**src/rtl/fetch_queue.sv**
```systemverilog
// fetch_queue: instruction fetch unit with a small prefetch FIFO.
// Issues word-aligned requests to a variable-latency, in-order instruction
// memory. Returned words are buffered together with their PC. A redirect
// flushes the buffer and marks every in-flight response as stale so it is
// dropped when it arrives.
module fetch_queue #(
    parameter int              PC_W     = 32,
    parameter int              INS_W    = 32,
    parameter int              DEPTH    = 4,
    parameter logic [PC_W-1:0] RESET_PC = '0
) (
    input  logic             clk,
    input  logic             reset,
    output logic             imem_req_valid,
    output logic [PC_W-1:0]  imem_req_addr,
    input  logic             imem_req_ready,
    input  logic             imem_resp_valid,
    input  logic [INS_W-1:0] imem_resp_data,
    input  logic             redirect_valid,
    input  logic [PC_W-1:0]  redirect_pc,
    output logic             instr_valid,
    output logic [INS_W-1:0] instr,
    output logic [PC_W-1:0]  instr_pc,
    input  logic             instr_ready
);

    localparam int              AW       = $clog2(DEPTH);
    localparam int              CW       = $clog2(DEPTH + 1);
    localparam logic [CW:0]     CAP      = (CW + 1)'(DEPTH);
    localparam logic [PC_W-1:0] STEP     = PC_W'(4);
    localparam logic [PC_W-1:0] ALIGN    = ~PC_W'(3);
    localparam logic [PC_W-1:0] START_PC = RESET_PC & ALIGN;

    logic [PC_W-1:0]  fetch_pc;
    logic [PC_W-1:0]  exp_pc;
    logic [CW-1:0]    inflight;
    logic [CW-1:0]    drop;
    logic [CW-1:0]    count;
    logic [AW-1:0]    head;
    logic [AW-1:0]    tail;
    logic [PC_W-1:0]  pc_mem   [DEPTH];
    logic [INS_W-1:0] word_mem [DEPTH];

    logic            req_fire;
    logic            resp_live;
    logic            resp_keep;
    logic            pop;
    logic [PC_W-1:0] target_pc;

    // Buffered plus outstanding words never exceed DEPTH, so every live
    // response is guaranteed a free FIFO slot when it arrives.
    assign imem_req_valid = !reset && !redirect_valid &&
                            (({1'b0, count} + {1'b0, inflight}) < CAP);
    assign imem_req_addr  = fetch_pc;
    assign req_fire       = imem_req_valid && imem_req_ready;

    // A response with nothing outstanding is a protocol error and is ignored.
    assign resp_live      = imem_resp_valid && (inflight != '0);
    assign resp_keep      = resp_live && (drop == '0) && !redirect_valid;

    assign instr_valid    = (count != '0);
    assign pop            = instr_valid && instr_ready;
    assign instr          = word_mem[head];
    assign instr_pc       = pc_mem[head];
    assign target_pc      = redirect_pc & ALIGN;

    // Fetch/expected PCs, outstanding/stale counters and FIFO pointers.
    always_ff @(posedge clk or posedge reset) begin
        if (reset) begin
            fetch_pc <= START_PC;
            exp_pc   <= START_PC;
            inflight <= '0;
            drop     <= '0;
            count    <= '0;
            head     <= '0;
            tail     <= '0;
        end else if (redirect_valid) begin
            fetch_pc <= target_pc;
            exp_pc   <= target_pc;
            inflight <= inflight - CW'(resp_live);
            drop     <= inflight - CW'(resp_live);
            count    <= '0;
            head     <= '0;
            tail     <= '0;
        end else begin
            if (req_fire) begin
                fetch_pc <= fetch_pc + STEP;
            end
            inflight <= inflight + CW'(req_fire) - CW'(resp_live);
            if (resp_live && (drop != '0)) begin
                drop <= drop - CW'(1);
            end
            if (resp_keep) begin
                exp_pc <= exp_pc + STEP;
                tail   <= tail + AW'(1);
            end
            if (pop) begin
                head <= head + AW'(1);
            end
            count <= count + CW'(resp_keep) - CW'(pop);
        end
    end

    // FIFO storage; cleared on reset so the head reads as zero afterwards.
    always_ff @(posedge clk or posedge reset) begin
        if (reset) begin
            for (int i = 0; i < DEPTH; i++) begin
                pc_mem[i]   <= '0;
                word_mem[i] <= '0;
            end
        end else if (resp_keep) begin
            pc_mem[tail]   <= exp_pc;
            word_mem[tail] <= imem_resp_data;
        end
    end

endmodule

```
**config.mk**
```make
export PLATFORM = sky130hd
export DESIGN_NAME = fetch_queue
export DESIGN_NICKNAME = d
export VERILOG_FILES = /design/src/rtl/fetch_queue.sv
export SDC_FILE = /design/constraint.sdc
export NUM_CORES = 1
export LEC_CHECK = 0
export ABC_AREA = 1
export CORE_MARGIN = 2
export CORE_UTILIZATION = 45
export CTS_CLUSTER_DIAMETER = 150
export DETAILED_ROUTE_END_ITERATION = 10
export PLACE_DENSITY_LB_ADDON = 0.05
export RECOVER_POWER = 25
export SKIP_LAST_GASP = 1
export SLEW_MARGIN = 20
export SYNTH_ARGS = -nofsm -noshare
export SYNTH_HDL_FRONTEND = slang
export SYNTH_SLANG_ARGS = --single-unit
```
**constraint.sdc**
```tcl
create_clock -name clk -period 36.5 [get_ports clk]
set_input_delay 7.3 -clock clk [delete_from_list [all_inputs] [get_ports clk]]
set_output_delay 7.3 -clock clk [all_outputs]
set_load 0.01 [all_outputs]
```
# Word level (Yosys, flattened, before mapping)
# Cells that the tools add are included.
[word_totals] regBits=333 output_inout_bits=98
[op_classes] n_bitwise=2 mux=22 order_cmp=4 n_reduce_logical=19 addsub=11
[ops] op="32-bit 2-to-1 mux" count=9
[ops] op="128-bit bitwise mux" count=2
[ops] op="32-bit binary-select mux with 2-bit select" count=2
[ops] op="32-bit by 3-bit adder with 32-bit output (second input constant)" count=2
[ops] op="32-bit demux with 2-bit select" count=1
[ops] op="3-bit 2-to-1 mux" count=4
[ops] op="1-bit logical AND" count=9
[ops] op="3-bit nonzero test" count=3
[ops] op="3-bit by 1-bit subtractor with 3-bit output" count=3
[ops] op="2-bit 2-to-1 mux" count=4
[ops] op="2-bit nonzero test" count=4
[ops] op="3-bit by 1-bit adder with 3-bit output" count=2
[ops] op="3-bit >= comparator (second input constant)" count=2
[ops] op="2-bit inverter with 3-bit output" count=2
[ops] op="2-bit by 1-bit adder with 2-bit output (second input constant)" count=2
[ops] op="3-bit by 3-bit adder with 4-bit output" count=1
[ops] op="4-bit by 3-bit < comparator with 1-bit output (second input constant)" count=1
[ops] op="3-bit zero test" count=1
[ops] op="3-bit by 1-bit < comparator with 1-bit output (second input constant)" count=1
[ops] op="3-bit by 1-bit subtractor with 3-bit output (second input constant)" count=1
[ops] op="1-bit zero test" count=2

# Longest topological paths before layout
# Gate-level depths: netlist of run 1.
[logic_depth] depth_word=7 ltp_mapped=16 ltp_nobuf=14

# Worst setup path after synthesis of run 1
# No wires, ideal clock.
[synth_timing] path_type="input -> output" startpoint="input reset" endpoint="output imem_req_valid" path_stages=3 arrival_time_ns=14.694 path_buffers=0 required_time_ns=29.200 path_slack_ns=14.506 path_cell_list="inv_1 -> nand3b_1 -> nor2_2"
[synth_between] elab_chain_len=3
[synth_rtl] item="start, declared" line="13" rtl="input logic reset,"
[synth_rtl] item="1-bit zero test (no source line)"
[synth_rtl] item="1-bit logical AND (2 in a row)" line="52" rtl="assign imem_req_valid = !reset && !redirect_valid &&"
[synth_rtl] item="end, declared" line="14" rtl="output logic imem_req_valid,"
# Every way passes these cells.

# Final worst setup path of run 1
# Same ends and word-level chain as after synthesis.

==> results of run 1 <==
## cell usage in the layout (no fill, tap or decap), types with 3 or more instances in the layout
master / synthesis / routed
a21oi_1: 33 / 33
a31oi_1: 6 / 6
and2_1: 3 / 3
buf_4: 9 / 15
clkbuf_1: 70 / 17
clkbuf_16: 0 / 40
clkbuf_8: 0 / 8
clkdlybuf4s50_1: 0 / 160
clkinv_2: 1 / 6
conb_1: 1 / 4
dfrtp_1: 321 / 319
ha_1: 16 / 16
inv_1: 117 / 115
inv_2: 6 / 7
nand2_1: 794 / 794
nand3_1: 59 / 59
nand3b_1: 12 / 12
nand4_1: 3 / 3
nor2_1: 189 / 189
nor2_2: 6 / 6
nor2_4: 6 / 6
o211ai_1: 9 / 9
o21ai_0: 279 / 279
o21ai_1: 144 / 144
o21bai_1: 6 / 6
o22ai_1: 37 / 37
or2_2: 5 / 5
xnor2_1: 6 / 6
xor2_1: 15 / 15
## layer usage
layer / global-route usage / vias up / wire length [um]
met5: 0 / - / 0
li1: - / 7336 / -
met1: 0.3579 / 7171 / 22790
met3: 0.03080 / 79 / 2410
met4: 0.06987 / 0 / 1095
met2: 0.4375 / 374 / 24290
## path summary, 6_finish.rpt
path,from,endpoint,slack (ns)
hold reg to reg,pc_mem[81],pc_mem[81],0.47
setup / recovery,reset,imem_req_valid,16.96
min in group asynchronous,reset,word_mem[0],8.28
setup reg to reg,drop[0],pc_mem[46],32.41
max in group asynchronous,reset,pc_mem[46],22.69
hold / removal,pc_mem[81],pc_mem[81],0.47
## critical path: stages
cell and delay, ns:
dlygate4sd3_1 0.54, clkinvlp_2 2.64, nand3b_1 1.05, nor2_2 0.12
clkdlybuf4s50_1 0.51
## power groups by stage
stage	Combinational [uW]	Sequential [uW]	Clock, uW
2_1_floorplan	273	479	0
3_3_place_gp	443	510	0
3_5_place_dp	450	513	0
4_1_cts	452	507	378
5_1_grt	499	518	393
6_report	448	508	370
## cell type report
class,instances,area [sq um],area share
clock buffer,62,1164,0.05975
inverter,127,488.0,0.02505
timing repair buffer,179,1735,0.08910
clock inverter,7,50.05,0.002570
multi-input combinational,1642,7416,0.3808
tap,468,585.6,0.03007
sequential,321,8038,0.4127
## metrics by stage
stage / total power (uW) / hold slack (ns) / util / area (sq um)
floorplan: 751.3 / 0.4432 / - / 16670
global placement: 952.9 / 0.4559 / 0.5005 / 18280
global route: 1409 / 0.4903 / 0.5333 / 19480
detailed placement: 962.7 / 0.4628 / 0.5005 / 18280
CTS: 1337 / 0.4748 / 0.5337 / 19490
finish: 1326 / 0.4710 / 0.5333 / 19480
## sequential cells by signal, indices dropped and copies added, names as in the netlist
| register | cells |
|---|---|
| count | 3 |
| exp_pc | 30 |
| head | 2 |
| imem_req_addr | 30 |
| tail | 2 |
| drop | 3 |
| pc_mem | 120 |
| word_mem | 128 |
| inflight | 3 |
## kinds of logic (layout without fill, tap and decap cells)
logic type / count (synthesis) / after routing / share of synthesized area
adder cells (fa/ha/maj): 18 / 18 / 0.01442
other: 1 / 4 / 0.0002252
AO/OA/AOI/OAI: 516 / 516 / 0.1608
XOR/XNOR: 21 / 21 / 0.01104
AND/OR/NAND/NOR: 1083 / 1083 / 0.2581
buffers and inverters: 285 / 375 / 0.07310
flip-flops: 321 / 321 / 0.4823
==> impl_metrics.tcl, run 1 <==
set metrics [dict create \
    diodes 0 \
    ys_ff_latch 321 \
    required_ns 29.20 \
    tightest_slew_ns 3.586 \
    slew_headroom -1.403 \
    worst_r2r_path_depth 11 \
    place_ws_ns 19.82 \
    finalNetCount 2398 \
    synth_cells 2245 \
    ios 168 \
    powerDensity_nw_per_um2 68.08 \
    grt_max_degree 86 \
    fin_ws_ns 16.96 \
    p_leak_uw 0.009751 \
    intPower_uw 848.6 \
    numClockSinks 321 \
    placed_cells 2737 \
    grt.overflow.total 0 \
    htreeDepth 2 \
    start_util 0.4560 \
    synth_area_leader_cell "dfrtp_1" \
    clk_path_buf_depth 3 \
    finalWirelength_mm 50.59 \
    hold_buffers 0 \
    viasPerCell 5.331 \
    clockRootBuffer "clkbuf_16" \
    drive_gt1_frac 0.04491 \
    cp.arrival_ns 12.24 \
    place.gp.congestion 0.8673 \
    p_sw_uw 477.4 \
    finalHoldViolations 0 \
    yosys_most_used_dff "dfrtp_1" \
    area_growth_pct 16.94 \
    die_area_sq_um 38570 \
    finalCriticalPeriod_ns 19.54 \
    synth_top_area_frac 0.4823 \
    critPathCaptureType "output port" \
    drtPass1Iterations 5 \
    drcViolationCount 0 \
    critical_path_class "in2out" \
    whs_path_depth 2 \
    worst-path-max-fanout 76 \
    synth.most_common_cell "nand2_1" \
    tns_ns 0 \
    stdcell_count 2806 \
    n_fill_cell 3577 \
    gr-usage-all-layers 0.2602 \
    chipHeight_um 196.4 \
    ant_nets 0 \
    grt_pass1_vias 14150 \
    clkPwrFrac 0.279 \
    fmax_mhz 51.19 \
    post-cts-setup-buffers 0 \
    cp-start-kind "input port" \
    dp_hpwl_mm 30.43 \
    synth_edf_count 0 \
    vias 14960 \
    cts_inserted_buffers 39 \
    status "finished with violations" \
    postSynthAreaPerCell_sq_um 7.419 \
    synth_warnings 0 \
    synth.yosys.seq_area_share 0.4823 \
    holdCritPathClass "reg2reg" \
    core_area_sq_um 36520 \
    synthArstFlopShare 1.000 \
    synth_area_leaders "dfrtp_1 48%, nand2_1 18%, o21ai_0 8.4%" \
    min_period_over_period 0.5352 \
    wl_per_cell_um 18.03 \
    antenna_found_initial 0 \
    die_width_um 196.4 \
    p_comb_frac 0.338 \
    p_sw_frac 0.3600 \
    port_buffers 161 \
    cts_resized 0 \
    num_rows 70 \
    clkTransAtPathRegs_ns 0.05 \
    syn_area_sq_um 16650 \
    synth_commonest_cells "794 x nand2_1, 321 x dfrtp_1, 279 x o21ai_0, 189 x nor2_1, 144 x o21ai_1" \
    seqPwrFrac 0.383 \
    failed_checks "capacitance limit, slew limit" \
    cap_viol_max_count 4 \
    grt_pass1_wl_mm 79.49 \
    finalMaxSlewViolations 240 \
    dr.first_iter.drc_count 1014 \
    cts_tree "built" \
    ir_drop_v 0.00003848 \
    clk_latency_ns 0.54 \
    rsz0062_at_grt "false" \
    fin_skew_ns 0.01664 \
    synth_cell_type_count 39 \
    finalSetupViolations 0 \
]
(Power assumes the default switching activity.)
==> inputs of run 2 (changes only) <==
==> constraint.sdc (replaced) <==
create_clock -name clk -period 20.1 [get_ports clk]
set_input_delay 4.02 -clock clk [delete_from_list [all_inputs] [get_ports clk]]
set_output_delay 4.02 -clock clk [all_outputs]
set_load 0.01 [all_outputs]
==> run 2 against run 1 <==
  * Global-route usage rose by 0.12 points
  * Register-to-register slack lost 16 ns
  * The flow still finishes with violations (capacitance limit, slew limit)
  * Setup slack worse by 9.9 ns
  * Largest power group unchanged
  * Highest routed layer unchanged
  * Sequential power increased by 81%
  * Total power increased by 83%
  * Clock power up 86%
  * Wire length fell by 0.53%
  * Clock skew fell by 0.0042 ns
  * Worst hold slack about the same
  * Sequential cell count is the same
==> impl_metrics.tcl, run 2 (same netlist as run 1, synthesis figures left out) <==
set metrics [dict create \
    power_uw 2424 \
    fin_skew_ns 0.01242 \
    grt_pass1_wl_mm 79.96 \
    rsz0062_at_grt "false" \
    clkTransAtPathRegs_ns 0.06 \
    cap_viol_max_count 5 \
    num_rows 70 \
    fin_ws_ns 7.036 \
    die_width_um 196.4 \
    core_area_sq_um 36520 \
    place_ws_ns 9.950 \
    finalCriticalPeriod_ns 13.06 \
    antenna_found_initial 0 \
    worst_r2r_path_depth 12 \
    clockRootBuffer "clkbuf_16" \
    finalHoldViolations 0 \
    cp-start-kind "input port" \
    cp.arrival_ns 9.04 \
    top_regs "word_mem x128, pc_mem x120" \
    whs_path_depth 2 \
    slew_headroom -1.500 \
    drive_gt1_frac 0.04327 \
    worst-path-max-fanout 78 \
    ant_nets 0 \
    holdCritPathClass "reg2reg" \
    fmax_mhz 76.54 \
    viasPerCell 5.306 \
    clk_path_buf_depth 3 \
    numClockSinks 321 \
    ir_drop_v 0.00006315 \
    port_buffers 161 \
    timing.rr.end "pc_mem[29]" \
    start_util 0.4560 \
    powerDensity_nw_per_um2 124.3 \
    final_util 0.5338 \
    finalMaxSlewViolations 294 \
    hold_start "word_mem[65]" \
    whs_endpoint "word_mem[65]" \
    finalSetupViolations 0 \
    finalNetCount 2397 \
    die_area_sq_um 38570 \
    final_cell_mix "794 x nand2_1, 319 x dfrtp_1, 279 x o21ai_0" \
    wl_per_cell_um 17.96 \
    p_leak_uw 0.009754 \
    dp_hpwl_mm 30.29 \
    htreeDepth 2 \
    hold_buffers 0 \
    grt.overflow.total 0 \
    drcViolationCount 0 \
    tightest_slew_ns 3.729 \
    largest_register "word_mem" \
    area_growth_pct 17.07 \
    critPathCaptureType "output port" \
    critical_path_class "in2out" \
    required_ns 16.08 \
    status "finished with violations" \
    cts_resized 0 \
    r2r-start "drop[0]" \
    cts_inserted_buffers 38 \
    slowest_stage "clkinvlp_2" \
    min_period_over_period 0.6500 \
    clk_latency_ns 0.52 \
    cp_slowest_stage_delay_ns 2.74 \
    drtPass1Iterations 5 \
    place.gp.congestion 0.8647 \
    largest_register_ffs 128 \
    ios 168 \
    r2r_slack_ns 16.12 \
    grt_max_degree 106 \
    vias 14870 \
    gr-usage-all-layers 0.2613 \
    tns_ns 0 \
    dr.first_iter.drc_count 939 \
    failed_checks "capacitance limit, slew limit" \
    cts_tree "built" \
    final_common_cell "nand2_1" \
    path_cells "dlygate4sd3_1 > clkinvlp_2 > nand3b_1 > nor2_2 > clkdlybuf4s50_1" \
    chipHeight_um 196.4 \
    grt_pass1_vias 14440 \
    post-cts-setup-buffers 0 \
    finalWirelength_mm 50.33 \
    diodes 0 \
]
run 2: changes by cell type in the layout (fill, tap and decap cells not counted), sizes merged:
cell	before	now
bufinv	0	3
buf	15	14
clkbuf	65	64
clkinv	7	2
run 2: area by class of cell:
cell class	count	area, sq um
inverters	127	488.0
well taps	468	585.6
clock inverters	5	103.9
repair buffers	179	1732
fillers	3555	17030
flip-flops and latches	321	8038
multi-input cells	1642	7416
clock buffers	60	1135
run 2: metrics by stage:
| stage | hold slack [ns] | cells | cell area, sq um |
|---|---|---|---|
| after floorplan | 0.4432 | 2248 | 16670 |
| after global placement | 0.4557 | 2737 | 18280 |
| after detailed placement | 0.4628 | 2737 | 18280 |
| after CTS | 0.4758 | 2802 | 19520 |
| after global routing | 0.4891 | 2802 | 19500 |
| final | 0.4710 | 2802 | 19500 |
run 2: worst max-delay path by stage:
| stage | startpoint | end | slack (ns) | cells past startpoint |
|---|---|---|---|---|
| final | reset | imem_req_valid | 7.04 | 5 |
| after detailed placement | redirect_valid | imem_req_valid | 9.95 | 6 |
| after global placement | redirect_valid | imem_req_valid | 9.95 | 6 |
| after global routing | reset | imem_req_valid | 6.10 | 5 |
| after floorplan | reset | imem_req_valid | 4.67 | 3 |
| after CTS | redirect_valid | imem_req_valid | 9.93 | 6 |
run 2: per-layer routing:
metal / wire (um) / part of all wire / global-route usage / vias to the layer above
met5: 0 / 0 / 0 / -
met4: 1079 / 0.021 / 0.07183 / 0
met3: 2428 / 0.048 / 0.02858 / 71
met2: 23950 / 0.48 / 0.4417 / 396
met1: 22870 / 0.45 / 0.3585 / 7070
li1: - / - / - / 7331
run 2: power breakdown:
group | leakage (uW) | switching, uW | internal, uW
sequential | 0.00413 | 130 | 790
combinational | 0.00502 | 459 | 354
clock | 0.000604 | 266 | 424
total | 0.00975 | 855 | 1570
run 2: critical path: cells and delay by family:
kind / cells / cell delay, ns
simple gates: 2 / 1.18
buf+inv: 3 / 3.79
==> inputs of run 3 (changes only) <==
==> constraint.sdc (replaced) <==
create_clock -name clk -period 11.55 [get_ports clk]
set_input_delay 2.31 -clock clk [delete_from_list [all_inputs] [get_ports clk]]
set_output_delay 2.31 -clock clk [all_outputs]
set_load 0.01 [all_outputs]
==> run 3 against run 2 <==
  * The run still ends with capacitance limit, slew limit left
  * Worst hold slack improved by 0.0011 ns
  * Cell area about the same
  * Cell count hardly changed
  * First-iteration DRC count is 9.8% higher
  * Critical endpoint unchanged
  * Register-to-register slack worse by 8.5 ns
  * Die area unchanged
==> impl_metrics.tcl, run 3 (same netlist as run 1, synthesis figures left out) <==
set metrics [dict create \
    die_area_sq_um 38570 \
    final_common_cell "nand2_1" \
    p_leak_uw 0.009760 \
    clkTransAtPathRegs_ns 0.06 \
    wl_per_cell_um 18.01 \
    path_cells "clkdlybuf4s50_1 > buf_4 > clkinv_2 > nand3b_1 > nor2_2 > clkdlybuf4s50_1" \
    finalWirelength_mm 50.50 \
    finalHoldViolations 0 \
    critical_path_buf_inv_count 4 \
    finalMaxSlewViolations 55 \
    clk_path_buf_depth 3 \
    critical_path_class "in2out" \
    stdcell_count 2804 \
    fin_skew_ns 0.009183 \
    cts_tree "built" \
    post-cts-setup-buffers 0 \
    finalSetupViolations 0 \
    die_width_um 196.4 \
    failed_checks "capacitance limit, slew limit" \
    num_rows 70 \
    grt_max_degree 152 \
    drive_gt1_frac 0.04709 \
    timing.rr.end "pc_mem[30]" \
    crit_start "redirect_valid" \
    top_regs "word_mem x128, pc_mem x120" \
    htreeDepth 2 \
    cp-endpoint "imem_req_valid" \
    finalCriticalPeriod_ns 6.729 \
    grt_pass1_wl_mm 80.39 \
    fmax_mhz 148.6 \
    dr.first_iter.drc_count 1031 \
    ios 168 \
    min_period_over_period 0.5826 \
    largest_register "word_mem" \
    ir_drop_v 0.00009808 \
    worst-path-max-fanout 37 \
    grt_pass1_vias 14350 \
    numClockSinks 321 \
    clk_latency_ns 0.52 \
    cp_slowest_stage_delay_ns 0.49 \
    final_cell_mix "794 x nand2_1, 319 x dfrtp_1, 279 x o21ai_0" \
    clockRootBuffer "clkbuf_16" \
    path_depth 6 \
    ant_nets 0 \
    area_growth_pct 17.04 \
    slew_headroom -0.9782 \
    diodes 0 \
    start_util 0.4560 \
    port_buffers 161 \
    whs_path_depth 2 \
    cap_viol_max_count 1 \
    worst_r2r_path_depth 12 \
    rsz0062_at_grt "false" \
    tns_ns 0 \
    r2r-start "drop[0]" \
    placed_cells 2737 \
    powerDensity_nw_per_um2 214.6 \
    crit_family "buffers and inverters" \
    required_ns 9.24 \
    hold_buffers 0 \
    drtPass1Iterations 5 \
    cts_resized 0 \
    vias 14900 \
    cp.arrival_ns 4.42 \
    tightest_slew_ns 2.967 \
    place.gp.congestion 0.9103 \
    critPathCaptureType "output port" \
    slowest_stage "clkdlybuf4s50_1" \
    cts_inserted_buffers 38 \
    chipHeight_um 196.4 \
    largest_register_ffs 128 \
    drcViolationCount 0 \
    status "finished with violations" \
    core_area_sq_um 36520 \
    crit_top_cell "clkdlybuf4s50_1" \
    antenna_found_initial 0 \
    gr-usage-all-layers 0.2631 \
    finalNetCount 2397 \
    grt.overflow.total 0 \
    holdCritPathClass "reg2reg" \
    dp_hpwl_mm 30.41 \
    viasPerCell 5.315 \
    r2r_slack_ns 7.61 \
    cp-start-kind "input port" \
]
-- run 3: per-stage QoR --
step	area [sq um]	utilization	setup slack, ns	hold WS (ns)	power, uW
floorplan	16670	-	1.632	0.4432	2375
global placement	18290	0.5008	4.838	0.4563	3012
detailed placement	18290	0.5008	4.823	0.4633	3040
CTS	19490	0.5338	4.809	0.4760	4215
global route	19490	0.5337	4.682	0.4864	4450
finish	19490	0.5337	4.821	0.4721	4183
-- run 3: power breakdown --
group | total (uW) | leakage, uW | switching, uW | internal, uW
registers | 1600 | 0.00413 | 224 | 1370
logic | 1420 | 0.00504 | 802 | 617
clock network | 1170 | 0.000588 | 477 | 688
total | 4180 | 0.00976 | 1500 | 2680
-- run 3: worst min path at each step --
stage	start	end	slack, ns
final	word_mem[86]	word_mem[86]	0.47
after global placement	pc_mem[78]	pc_mem[78]	0.46
after detailed placement	pc_mem[22]	pc_mem[22]	0.46
after global routing	word_mem[94]	word_mem[94]	0.49
after CTS	word_mem[86]	word_mem[86]	0.48
after floorplan	word_mem[50]	word_mem[50]	0.44
-- run 3: worst register-to-register path, stage by stage (launching register included) --
cell and delay, ns:
dfrtp_1 0.37, inv_1 0.09, ha_1 0.15, inv_1 0.03, nor2_1 0.12, nand3_2 0.12, nor2_4 0.51, inv_6 0.40
buf_4 0.52, nor2_4 0.67, buf_4 0.65, nand2_1 0.14, nand2_1 0.10
-- run 3: layer usage --
layer	part of all wire	vias up	track usage
met2	0.47	397	0.4347
met5	0	-	0
met1	0.45	7097	0.3652
li1	-	7339	-
met3	0.052	71	0.03508
met4	0.023	0	0.07211
-- run 3: final cells by class --
type / instances / area, sq um
clock buffer: 55 / 1106
inverter: 127 / 488.0
tap: 468 / 585.6
clock inverter: 12 / 100.1
multi-input combinational: 1642 / 7416
sequential: 321 / 8038
fill: 3549 / 17030
timing repair buffer: 179 / 1759
